### src/rtl/mult_hilo_unit.sv
// Iterative multiply / multiply-accumulate unit owning the HI/LO pair.
// Retires BITS_PER_CYCLE multiplier bits per cycle; MUL holds the requester until its result is ready.
module mult_hilo_unit #(
  parameter int unsigned BITS_PER_CYCLE = 1
) (
  input  logic        Clock,
  input  logic        nReset,
  input  logic        ALUOp,
  input  logic        MULOp,
  input  logic [5:0]  Func,
  input  logic [31:0] SrcA,
  input  logic [31:0] SrcB,
  output logic [31:0] Result,
  output logic        ResultValid,
  output logic        Stall,
  output logic        Busy,
  output logic [31:0] Hi,
  output logic [31:0] Lo
);

  localparam int unsigned N  = 32 / BITS_PER_CYCLE;
  localparam int unsigned CW = (N > 1) ? $clog2(N) : 1;

  typedef enum logic [1:0] {IDLE, ITER, FINISH} stateT;
  typedef enum logic [1:0] {KIND_MULT, KIND_MADD, KIND_MSUB, KIND_MUL} opKindT;

  stateT   state, nextState;
  opKindT  opKind, reqKind;
  logic    reqStart, reqSigned, reqMfhi, reqMflo, reqMthi, reqMtlo, reqAny;
  logic    signFlag;
  logic [63:0] mcand, prod, partial, signedProd;
  logic [31:0] mplier, hiReg, loReg, absA, absB;
  logic [CW-1:0] cnt;

  always_comb begin
    reqStart  = 1'b0;
    reqSigned = 1'b0;
    reqKind   = KIND_MULT;
    reqMfhi   = 1'b0;
    reqMflo   = 1'b0;
    reqMthi   = 1'b0;
    reqMtlo   = 1'b0;
    if (ALUOp) begin
      case (Func)
        6'h18: begin reqStart = 1'b1; reqSigned = 1'b1; end
        6'h19: reqStart = 1'b1;
        6'h10: reqMfhi = 1'b1;
        6'h11: reqMthi = 1'b1;
        6'h12: reqMflo = 1'b1;
        6'h13: reqMtlo = 1'b1;
        default: ;
      endcase
    end else if (MULOp) begin
      case (Func)
        6'h00: begin reqStart = 1'b1; reqSigned = 1'b1; reqKind = KIND_MADD; end
        6'h01: begin reqStart = 1'b1; reqKind = KIND_MADD; end
        6'h02: begin reqStart = 1'b1; reqSigned = 1'b1; reqKind = KIND_MUL; end
        6'h04: begin reqStart = 1'b1; reqSigned = 1'b1; reqKind = KIND_MSUB; end
        6'h05: begin reqStart = 1'b1; reqKind = KIND_MSUB; end
        default: ;
      endcase
    end
  end

  assign reqAny = reqStart | reqMfhi | reqMflo | reqMthi | reqMtlo;

  // 0x80000000 negates to itself, which read as unsigned is the correct magnitude.
  assign absA = (reqSigned && SrcA[31]) ? (32'd0 - SrcA) : SrcA;
  assign absB = (reqSigned && SrcB[31]) ? (32'd0 - SrcB) : SrcB;

  always_comb begin
    partial = '0;
    for (int unsigned j = 0; j < BITS_PER_CYCLE; j++) begin
      if (mplier[j]) partial = partial + (mcand << j);
    end
  end

  assign signedProd = signFlag ? (64'd0 - prod) : prod;

  always_ff @(posedge Clock or negedge nReset) begin
    if (!nReset) state <= IDLE;
    else         state <= nextState;
  end

  always_comb begin
    nextState = state;
    case (state)
      IDLE:    if (reqStart) nextState = ITER;
      ITER:    if (cnt == CW'(N - 1)) nextState = FINISH;
      FINISH:  nextState = IDLE;
      default: nextState = IDLE;
    endcase
  end

  always_comb begin
    Result      = '0;
    ResultValid = 1'b0;
    Stall       = 1'b0;
    Busy        = (state != IDLE);
    case (state)
      IDLE: begin
        if (reqMfhi) begin
          Result      = hiReg;
          ResultValid = 1'b1;
        end else if (reqMflo) begin
          Result      = loReg;
          ResultValid = 1'b1;
        end
        if (reqStart && reqKind == KIND_MUL) Stall = 1'b1;
      end
      ITER: Stall = reqAny;
      FINISH: begin
        if (opKind == KIND_MUL && reqStart && reqKind == KIND_MUL) begin
          Result      = signedProd[31:0];
          ResultValid = 1'b1;
        end else begin
          Stall = reqAny;
        end
      end
      default: ;
    endcase
  end

  always_ff @(posedge Clock or negedge nReset) begin
    if (!nReset) begin
      hiReg    <= '0;
      loReg    <= '0;
      mcand    <= '0;
      mplier   <= '0;
      prod     <= '0;
      cnt      <= '0;
      opKind   <= KIND_MULT;
      signFlag <= 1'b0;
    end else begin
      case (state)
        IDLE: begin
          if (reqStart) begin
            mcand    <= {32'd0, absA};
            mplier   <= absB;
            prod     <= '0;
            cnt      <= '0;
            opKind   <= reqKind;
            signFlag <= reqSigned & (SrcA[31] ^ SrcB[31]);
          end else begin
            if (reqMthi) hiReg <= SrcA;
            if (reqMtlo) loReg <= SrcA;
          end
        end
        ITER: begin
          prod   <= prod + partial;
          mcand  <= mcand << BITS_PER_CYCLE;
          mplier <= mplier >> BITS_PER_CYCLE;
          cnt    <= cnt + 1'b1;
        end
        FINISH: begin
          case (opKind)
            KIND_MULT: {hiReg, loReg} <= signedProd;
            KIND_MADD: {hiReg, loReg} <= {hiReg, loReg} + signedProd;
            KIND_MSUB: {hiReg, loReg} <= {hiReg, loReg} - signedProd;
            default: ;
          endcase
        end
        default: ;
      endcase
    end
  end

  assign Hi = hiReg;
  assign Lo = loReg;

endmodule

### config.mk
export PLATFORM = sky130hd
export DESIGN_NAME = mult_hilo_unit
export DESIGN_NICKNAME = d
export VERILOG_FILES = /design/src/rtl/mult_hilo_unit.sv
export SDC_FILE = /design/constraint.sdc
export NUM_CORES = 1
export LEC_CHECK = 0
export BUFFER_PORTS_ARGS = -buffer_cell sky130_fd_sc_hd__buf_2
export CAP_MARGIN = 20
export CELL_PAD_IN_SITES_DETAIL_PLACEMENT = 1
export CELL_PAD_IN_SITES_GLOBAL_PLACEMENT = 2
export CORE_MARGIN = 3
export CORE_UTILIZATION = 38
export CTS_BUF_LIST = sky130_fd_sc_hd__clkbuf_2 sky130_fd_sc_hd__clkbuf_4 sky130_fd_sc_hd__clkbuf_8
export DETAILED_ROUTE_END_ITERATION = 6
export PLACE_DENSITY_LB_ADDON = 0.1
export SLEW_MARGIN = 20
export SYNTH_ARGS = -nofsm -noshare
export SYNTH_HDL_FRONTEND = slang
export SYNTH_SLANG_ARGS = --single-unit
export TNS_END_PERCENT = 5
### constraint.sdc
create_clock -name Clock -period 7.2 [get_ports Clock]
set_clock_uncertainty 0.1 [all_clocks]
set_input_delay 1.08 -clock Clock [delete_from_list [all_inputs] [get_ports Clock]]
set_output_delay 1.08 -clock Clock [all_outputs]
set_load 0.01 [all_outputs]
==> metrics.cfg <==
[critical_path]
cpPeakStageDelay_ps = 660
crit_chain = or4_4 -> or4_4 -> nor4_4 -> buf_4 -> nand3_1 -> nand2_1 -> xor2_1 -> inv_1 -> ha_1 -> inv_1 -> a21oi_1 -> o2111ai_1 -> a211oi_1 -> o221ai_1 -> o31ai_2 -> o41ai_4 -> a2111oi_0 -> or3_1 -> nand3_1 -> a41oi_1
slowest_stage = a2111oi_0
critPathMaxFanout = 11
cp.arrival_ps = 7270
cp-start-kind = flop
critPathKind = flop to flop
r2r_end = Hi[28]
crit_required_ps = 7680
rr_startpoint = prod[17]
r2r_slack_ps = 400
reg2regPathDepth = 20
worstSetupEndpointType = flop

[synthesis]
synth_top_cell_by_area = dfrtp_1
async_flop_share_pct = 100
ys_ff_latch = 234
syn-num-nets = 3702
yosysSeqAreaShare_pct = 22.8
synth_cell_types = 93
synth_top_area_share_pct = 22.8
synth_area_mm2 = 0.0256
synth_edf_count = 0
netlist_instances = 3413
ys.warnings.count = 0
synth.area.top_cells = dfrtp_1, ha_1, o21ai_0
avgSynthCellArea_um2 = 7.52
ys.flop_type = dfrtp_1

[routing]
detail-route-antenna-nets = 0
routed_wl_um = 127000
dr.first_iter.drc_count = 2546
dr.pass1.iters = 5
route.detailed.drc = 0
vias_per_cell = 6.42
vias = 28200
post_drt_wl_per_cell_um = 28.9

[placement]
postPlaceCellArea_mm2 = 0.0273
place_congestion = 1.02
dp_worst_setup_slack_ps = 320
port_buffers = 172
dp_hpwl_um = 97500

[power_and_ir_drop]
swShare_pct = 57.4
clockPowerShare_pct = 12.3
power_frac_seq_pct = 18.1
leakage_nw = 12.3
power.internal_mw = 5.79
p_comb_share_pct = 69.6
p_switching_mw = 7.80
ir_drop_v = 0.000229
powerDensity_mw_per_mm2 = 477

[cells_and_area]
final_cell_mix = o21ai_0, nand2_1, a21oi_1, dfrtp_1, nor2_1
stdcell_area_mm2 = 0.0285
layout.nets = 3773
final_common_cell = o21ai_0
final_core_util_pct = 42.9
area_delta_synth_final_pct = 11.0
post_route_cells_drive_above_1_share_pct = 10.8

[cts]
ctsHoldBuffers = 0
cts_setup_buffers = 0
cts_resized = 0
ctsHtreeMaxLevel = 2
cts_tree = built
cts_root_buf = clkbuf_8
insertion_delay_ps = 690
path_clk_slew_ps = 70
numCtsBuffers = 51
clock_sinks = 234
clockBufferDepth = 3

[status]
status = completed

[timing]
relSlewSlack_pct = 24.0
grt_setup_unrepaired = no
min_period_ps = 6800
final-hold-violation-count = 0
worst_pin_slew_ps = 1140
fin_ws_ps = 403
final-setup-viol-count = 0
finalCritPeriodShare_pct = 94.4
fmax_mhz = 147
tns_ps = 0
slew_viol_final = 0

[global_routing]
grt_overflow = 0
grt_max_degree = 101
grtUsageMet1_pct = 49.0
track_usage_pct = 34.9
grt_pass1_wl_um = 188000
met2_usage_pct = 53.2
met3_usage_pct = 5.46
grt_antenna_before_repair = 14
grt_pass1_vias = 28500
busiest_layer = met2

[die]
start_util_pct = 38.7
io_pins = 173
rows = 94
die_h_um = 266
die_area_mm2 = 0.0707
die_w_um = 266
core_region_area_mm2 = 0.0663

[job]
drv_cap = 0

[worst_hold_path]
hold_class = input port to async pin

[through the flow]
step	hold slack [ps]	total power, mW	instances
4_1_cts	355	13.4	4386
5_1_grt	387	14.5	4389
3_3_place_gp	364	11.4	4295
6_report	348	13.6	4392
3_5_place_dp	381	11.6	4295
2_1_floorplan	349	8.39	3413
[worst max-delay path by stage]
stage / start / slack (ps) / depth (start not counted) / to
after floorplan: prod[17] / 1610 / 21 / Hi[31]
after global placement: prod[3] / 730 / 21 / Hi[31]
after detailed placement: prod[3] / 320 / 21 / Hi[31]
after CTS: prod[3] / 300 / 21 / Hi[31]
after global routing: prod[7] / 40 / 21 / Hi[31]
final: prod[17] / 400 / 20 / Hi[28]
[area by class of cell]
| cell class | instances | area, um2 |
|---|---|---|
| Tap cell | 864 | 1080 |
| Timing Repair Buffer | 230 | 1320 |
| Inverter | 172 | 646 |
| Clock buffer | 80 | 1030 |
| Fill cell | 8279 | 37900 |
| Sequential cell | 234 | 5860 |
| Clock inverter | 11 | 105 |
| Antenna cell | 6 | 15.0 |
| Multi-Input combinational cell | 2795 | 18400 |
[metal layers]
layer  up-vias  wire (um)
li1      12600          -
met1     14300      57200
met2      1034      54200
met3       256       8960
met4         6       6300
met5         -         50
[cell families after synthesis]
family | Yosys count | share of synthesized area (%)
and+or+nand+nor | 1038 | 19.7
muxes | 38 | 1.50
buffers and inverters | 384 | 5.71
adders and majority gates | 215 | 10.6
AOI/OAI and AO/OA | 1264 | 31.5
DFF | 234 | 22.8
xor gates and xnor gates | 240 | 8.22
[synthesized netlist by cell type, drive strengths merged, types with 66 or more instances]
cell type and instances:
o21ai 367, nand2 339, a21oi 290, dfrtp 234
nor2 217, ha 212, clkbuf 188, inv 170
xnor2 143, xor2 97, nand3 89, and2 77
a21o 68, a22oi 66
[power groups by stage]
stage	registers, mW	clock network, mW	logic [mW]
floorplan	2.16	0	6.22
global placement	2.43	0	9.02
detailed placement	2.46	0	9.15
CTS	2.44	1.72	9.20
global route	2.51	1.77	10.2
finish	2.45	1.68	9.46
[flip-flops by register name, summed over array words and instances (netlist names)]
signal / flops
state: 2
Hi: 32
signFlag: 1
Lo: 32
mplier: 32
cnt: 5
opKind: 2
prod: 64
mcand: 64
[critical path: cells and delay by family, from the launching register on]
kind / cells / cell delay [ps]
buffers and inverters: 3 / 520
and+or+nand+nor: 7 / 2010
AOI/OAI and AO/OA: 8 / 2690
adders and majority gates: 1 / 560
xor gates and xnor gates: 1 / 400
DFF: 1 / 430
Note: power is estimated with default switching activity, not from simulation.
